--- config.mk ---
export PLATFORM = sky130hd
export DESIGN_NAME = poly_tone_mixer
export DESIGN_NICKNAME = d
export VERILOG_FILES = /design/src/rtl/tone_pkg.sv /design/src/rtl/wave_shaper.sv /design/src/rtl/poly_tone_mixer.sv
export SDC_FILE = /design/constraint.sdc
export NUM_CORES = 2
export LEC_CHECK = 0
export CAP_MARGIN = 20
export CORE_ASPECT_RATIO = 0.75
export CORE_MARGIN = 4
export CORE_UTILIZATION = 63
export DETAILED_ROUTE_END_ITERATION = 10
export PLACE_DENSITY_LB_ADDON = 0.2
export SYNTH_ARGS = -nofsm -noshare
export SYNTH_HDL_FRONTEND = slang
export SYNTH_HIERARCHICAL = 1
export SYNTH_SLANG_ARGS = --single-unit
--- constraint.sdc ---
create_clock -name clock -period 7.85 [get_ports clock]
set_input_delay 1.57 -clock clock [delete_from_list [all_inputs] [get_ports clock]]
set_output_delay 1.57 -clock clock [all_outputs]
set_load 0.05 [all_outputs]
--- src/rtl/tone_pkg.sv ---
// Shared types and constants for the polyphonic tone mixer: waveform
// encodings, mixer FSM states and the square-wave amplitude limits.
`default_nettype none

package tone_pkg;

    localparam logic [1:0] WAVE_SQUARE   = 2'b00;
    localparam logic [1:0] WAVE_TRIANGLE = 2'b01;
    localparam logic [1:0] WAVE_SAWTOOTH = 2'b10;
    localparam logic [1:0] WAVE_SILENT   = 2'b11;

    localparam logic signed [15:0] SQUARE_HIGH = 16'sd32767;
    localparam logic signed [15:0] SQUARE_LOW  = -16'sd32767;

    typedef enum logic [1:0] {
        IDLE  = 2'd0,
        ACCUM = 2'd1,
        LOAD  = 2'd2
    } mix_state_t;

endpackage

`default_nettype wire

--- src/rtl/wave_shaper.sv ---
// Combinational phase-to-amplitude mapping for one voice, driven by the
// top 16 bits of the voice phase accumulator.
`default_nettype none

module wave_shaper
    import tone_pkg::*;
(
    input  logic [15:0]        phase_hi,
    input  logic [1:0]         wave_sel,
    output logic signed [15:0] value
);

    logic [14:0] tri_level;

    always_comb begin
        tri_level = phase_hi[15] ? ~phase_hi[14:0] : phase_hi[14:0];
        value     = '0;
        case (wave_sel)
            WAVE_SQUARE:   value = phase_hi[15] ? SQUARE_LOW : SQUARE_HIGH;
            // Modulo-2^16 subtraction yields the correct two's-complement result.
            WAVE_TRIANGLE: value = {tri_level, 1'b0} - 16'h8000;
            WAVE_SAWTOOTH: value = {~phase_hi[15], phase_hi[14:0]};
            default:       value = '0;
        endcase
    end

endmodule

`default_nettype wire

--- src/rtl/poly_tone_mixer.sv ---
// Polyphonic tone generator: per-voice phase accumulators and waveforms,
// serially summed once per sample tick, saturated and handed downstream.
`default_nettype none

module poly_tone_mixer
    import tone_pkg::*;
#(
    parameter int NUM_VOICES = 8,
    parameter int SAMPLE_W   = 32,
    parameter int GAIN_SHIFT = 12,
    parameter int SAMPLE_DIV = 1042
) (
    input  logic                      clock,
    input  logic                      reset,
    input  logic [NUM_VOICES-1:0]     play_note,
    input  logic [NUM_VOICES*32-1:0]  phase_inc,
    input  logic [NUM_VOICES*2-1:0]   wave_sel,
    input  logic                      audio_out_allowed,
    output logic [SAMPLE_W-1:0]       audio_out,
    output logic                      write_audio_out,
    output logic                      clip,
    output logic [15:0]               drop_count
);

    localparam int IDX_W = $clog2(NUM_VOICES);
    localparam int ACC_W = SAMPLE_W + $clog2(NUM_VOICES) + 1;
    localparam int DIV_W = $clog2(SAMPLE_DIV);
    localparam int EXT_W = ACC_W - SAMPLE_W + 1;

    localparam logic [IDX_W-1:0]    LAST_VOICE = IDX_W'(NUM_VOICES - 1);
    localparam logic [DIV_W-1:0]    DIV_LAST   = DIV_W'(SAMPLE_DIV - 1);
    localparam logic [SAMPLE_W-1:0] SAT_MAX    = {1'b0, {(SAMPLE_W-1){1'b1}}};
    localparam logic [SAMPLE_W-1:0] SAT_MIN    = {1'b1, {(SAMPLE_W-1){1'b0}}};

    logic [DIV_W-1:0]        div_cnt;
    logic                    tick;
    mix_state_t              state;
    mix_state_t              next_state;
    logic [IDX_W-1:0]        voice_idx;
    logic signed [ACC_W-1:0] acc;
    logic signed [ACC_W-1:0] wave_ext;
    logic signed [ACC_W-1:0] voice_term;
    logic [NUM_VOICES-1:0]   play_prev;
    logic signed [15:0]      voice_wave [NUM_VOICES];
    logic                    sum_fits;
    logic [SAMPLE_W-1:0]     sat_value;
    logic                    pending;

    always_ff @(posedge clock) begin
        if (reset) begin
            div_cnt <= '0;
        end else if (div_cnt == DIV_LAST) begin
            div_cnt <= '0;
        end else begin
            div_cnt <= div_cnt + 1'b1;
        end
    end

    assign tick = (div_cnt == '0);

    always_ff @(posedge clock) begin
        if (reset) begin
            play_prev <= '0;
        end else begin
            play_prev <= play_note;
        end
    end

    // Each voice advances in the ACCUM cycle that consumes it, so the sum
    // always sees the phase from before this tick's increment.
    for (genvar i = 0; i < NUM_VOICES; i++) begin : g_voice
        logic [31:0] phase;

        always_ff @(posedge clock) begin
            if (reset) begin
                phase <= '0;
            end else if (play_note[i] && !play_prev[i]) begin
                phase <= '0;
            end else if (state == ACCUM && voice_idx == IDX_W'(i)) begin
                phase <= phase + phase_inc[32*i +: 32];
            end
        end

        wave_shaper u_shaper (
            .phase_hi (phase[31:16]),
            .wave_sel (wave_sel[2*i +: 2]),
            .value    (voice_wave[i])
        );
    end

    always_ff @(posedge clock) begin
        if (reset) begin
            state <= IDLE;
        end else begin
            state <= next_state;
        end
    end

    always_comb begin
        next_state = state;
        case (state)
            IDLE:    if (tick) next_state = ACCUM;
            ACCUM:   if (voice_idx == LAST_VOICE) next_state = LOAD;
            LOAD:    next_state = IDLE;
            default: next_state = IDLE;
        endcase
    end

    always_comb begin
        wave_ext   = {{(ACC_W-16){voice_wave[voice_idx][15]}}, voice_wave[voice_idx]};
        voice_term = '0;
        if (play_note[voice_idx]) begin
            voice_term = wave_ext <<< GAIN_SHIFT;
        end
    end

    always_ff @(posedge clock) begin
        if (reset) begin
            acc       <= '0;
            voice_idx <= '0;
        end else if (state == ACCUM) begin
            acc       <= acc + voice_term;
            voice_idx <= voice_idx + 1'b1;
        end else begin
            acc       <= '0;
            voice_idx <= '0;
        end
    end

    always_comb begin
        sum_fits  = (&acc[ACC_W-1:SAMPLE_W-1]) || !(|acc[ACC_W-1:SAMPLE_W-1]);
        sat_value = acc[SAMPLE_W-1:0];
        if (!sum_fits) begin
            sat_value = acc[ACC_W-1] ? SAT_MIN : SAT_MAX;
        end
    end

    assign write_audio_out = pending && audio_out_allowed && !reset;

    // A new sample wins over a same-cycle transfer: the old one still leaves.
    always_ff @(posedge clock) begin
        if (reset) begin
            audio_out  <= '0;
            clip       <= 1'b0;
            pending    <= 1'b0;
            drop_count <= '0;
        end else if (state == LOAD) begin
            audio_out <= sat_value;
            clip      <= !sum_fits;
            pending   <= 1'b1;
            if (pending && !audio_out_allowed && drop_count != 16'hFFFF) begin
                drop_count <= drop_count + 1'b1;
            end
        end else if (write_audio_out) begin
            pending <= 1'b0;
        end
    end

    // Keeps EXT_W referenced for readers sizing the headroom check.
    if (EXT_W < 2) begin : g_width_guard
        $error("accumulator must have headroom above SAMPLE_W");
    end

endmodule

`default_nettype wire

==> metrics.txt <==
status finished clean; Chip Width 262 µm; worst-path maximum fanout 27; Max-Cap Viols 0; Synth Warn # 6; site row count 69; vias in the first global route about 27000; DP HPWL 66500 µm; f_max 171 MHz; DR iter-0 viols 2963; die area 52200 µm²; largest net degree at the start of global routing 68; final slew viol count 0; Critical Path Max Stage Delay 1.05 ns; syn_nets 4671; Worst Max-Slew Pin Slew around 1.1 ns; drt pass-1 iters 7; Num CTS Buffers 40; Setup TNS 0 ns; count of final setup violators 0; P per Cell Area 138 nW/µm²; post-synth top area cell dfxtp_1; Root Buffer clkbuf_16; Worst EP required 8.27 ns; input/output buffers 332; Final min period 5.84 ns; Fillers 3839; Area after DPL 33700 µm²; DRC 0; Final Hold Viols 0; RSZ-0062 raised after global routing no; Crit. End Element flop; P&R area growth vs syn 15.0%; layout cell share with drive strength beyond 1 4.58%; ANT nets after route 0; # placed instances a little under 5000; Post-synth EDFFs 0; ys async rst share 0%; die height 199 µm; Syn Area/Cell 7.46 µm²; vias per std cell 6.24; H-Tree Depth 2; Clock Skew 0.0154 ns; I/O Pins 333; DR WL/cell 18.2 µm; global-route wire length before repair about 140000 µm; worst IR drop on VDD approximately 0.12 mV; Non-Filler Instances 4941; flops & latches, synth around 340; critical path, cell by cell clkdlybuf4s50_1, nor2_8, a22oi_1, o21ai_1, mux4_2, nand2_1, a21oi_1, fa_1, a21o_1, a21oi_1, o21bai_1, o21ai_0, a211oi_1, o221ai_1, nand2_1, a41oi_1, xor2_1, nor2_1; register share of total power roughly 37%; Crit-path slowest cell clkdlybuf4s50_1; sequential fraction of the synthesis area between 20% and 30%; R2R Setup Slk roughly 3.2 ns; CTS hold repair buffers 0; # resized after CTS 0; initial antenna violation count 3; sw power 1.45 mW; Placer Congestion 0.974; detailed-route via count 30800; synth unique cells 86; initial core utilization 64.2%; Remaining Overflow, GRT 0; Clock Latency Late Sink just under 0.6 ns; Synth Flop Type dfxtp_1; Post-Synthesis Cell Area ~31000 µm²; sw frac 30.0%; Synth top cells by count a21oi_1 (554), nand2_1 (510), nor2_1 (371); setup bufs post-CTS 0; clock slew at reported path FFs 0.06 ns; Max-Slew Margin vs Limit 26.0%; CTS tree done; final cycle utilization of the critical path 74.4%; Clk pwr share 41.8%; Cells after Synth roughly 4000; CP arrival 6.26 ns; Lkg Pwr 14.5 nW; Layout Utilization 73.8%; most frequent cell after synthesis a21oi_1; internal cell power 3.40 mW; HP Class reg2reg; Startpoint Class input port; top cell type's share of synthesized area between 20% and 30%; Tot GR Track Use around 33%; largest cells by area after synthesis dfxtp_1 (22%), ha_1 (11%), a21oi_1 (9.1%); final net count slightly below 5000; fin area approximately 35000 µm²; Comb pwr share a little over a fifth; total wire length approximately 90000 µm; CTS Buffer Depth 3; CTS sink cnt ~340; Core ar. between 40000 and 50000 µm²; kind of critical path in2reg
==> critical path, delay by kind of cell <==
| kind | cells | cell delay [ns] |
|---|---|---|
| XOR/XNOR | 1 | 0.17 |
| adder cells (fa/ha/maj) | 1 | 0.44 |
| AO/OA/AOI/OAI | 10 | 2.01 |
| AND/OR/NAND/NOR | 4 | 0.46 |
| multiplexers | 1 | 0.52 |
| buffers and inverters | 1 | 1.05 |
==> per-stage QoR <==
stage	setup slack (ns)	power (mW)	hold WS, ns
after floorplan	2.88	2.51	0.436
after global placement	1.64	2.82	0.443
after detailed placement	1.51	2.83	0.447
after CTS	2.12	4.86	0.456
after global routing	1.61	5.05	0.471
final	2.01	4.85	0.452
==> cell usage in the layout, fill, tap and decap left out, drive strengths merged, types with 14 or more instances in the layout <==
cell type and count:
inv 121, or4 14, a22oi 105, o21bai 43, nor3b 21, dfxtp 343
a21o 148, a31oi 43, xor2 93, nand2 510, ha 281, o21a 24
mux4 34, nand2b 36, nand4 45, nand3 124, a211oi 62, and2 34
clkbuf 46, clkinv 15, xnor2 133, nor2 380, o31ai 19, o21ai 284
buf 38, nor3 66, nor2b 46, a21oi 555, clkdlybuf4s50 331, or3 25
a22o 14, and3 46
==> layer usage <==
layer | vias up | wire (µm) | share of wire (%) | track usage, %
met4 | 4 | 2470 | 2.7 | 8.54
li1 | 15300 | - | - | -
met5 | - | 34 | 0.038 | 0
met3 | 168 | 8800 | 9.8 | 6.89
met1 | 14100 | 41600 | 46 | 48.3
met2 | 1271 | 37000 | 41 | 48.0
==> kinds of logic after synthesis <==
kind of cell / after synthesis / synth area share [%]
fa+ha+maj: 290 / 12.1
flops: 343 / 22.5
compound gates: 1439 / 29.2
buf+inv: 359 / 5.57
simple gates: 1395 / 21.3
xor+xnor: 226 / 6.47
mux: 46 / 2.90
==> worst paths after layout <==
path	from	to	cells past startpoint
worst max-delay path	wave_sel[7]	acc[34]$_SDFF_PP0_	18
worst min-delay path	g_voice[3].phase[8]$_SDFFE_PP0P_	g_voice[3].phase[8]$_SDFFE_PP0P_	2
worst max register to register	voice_idx[0]$_SDFF_PP0_	acc[34]$_SDFF_PP0_	17
worst min register to register	g_voice[3].phase[8]$_SDFFE_PP0P_	g_voice[3].phase[8]$_SDFFE_PP0P_	2
==> power groups by stage <==
stage / Sequential (mW) / Combinational, mW / Clock (mW)
2_1_floorplan: 1.83 / 0.684 / 0
5_1_grt: 1.81 / 1.12 / 2.12
6_report: 1.80 / 1.02 / 2.03
3_5_place_dp: 1.84 / 0.994 / 0
4_1_cts: 1.80 / 1.00 / 2.05
3_3_place_gp: 1.84 / 0.982 / 0
==> sequential cells by signal, indices dropped and copies added, names as in the netlist <==
| name | flops |
|---|---|
| voice_idx | 3 |
| drop_count | 16 |
| div_cnt | 11 |
| state | 2 |
| audio_out | 21 |
| clip | 1 |
| play_prev | 8 |
| acc | 24 |
| g_voice.phase | 256 |
| pending | 1 |
==> layout make-up <==
type                    count  area, µm²  area share, %
clock buffers              46       1060           3.03
multi-input cells        3396      22000           62.6
inverters                 118        443           1.26
repair buffers            369       3640           10.3
clock inverters            28        334          0.950
flip-flops and latches    343       6870           19.5
diodes                      2       5.00         0.0142
well taps                 639        800           2.27
(Power assumes the default switching activity.)
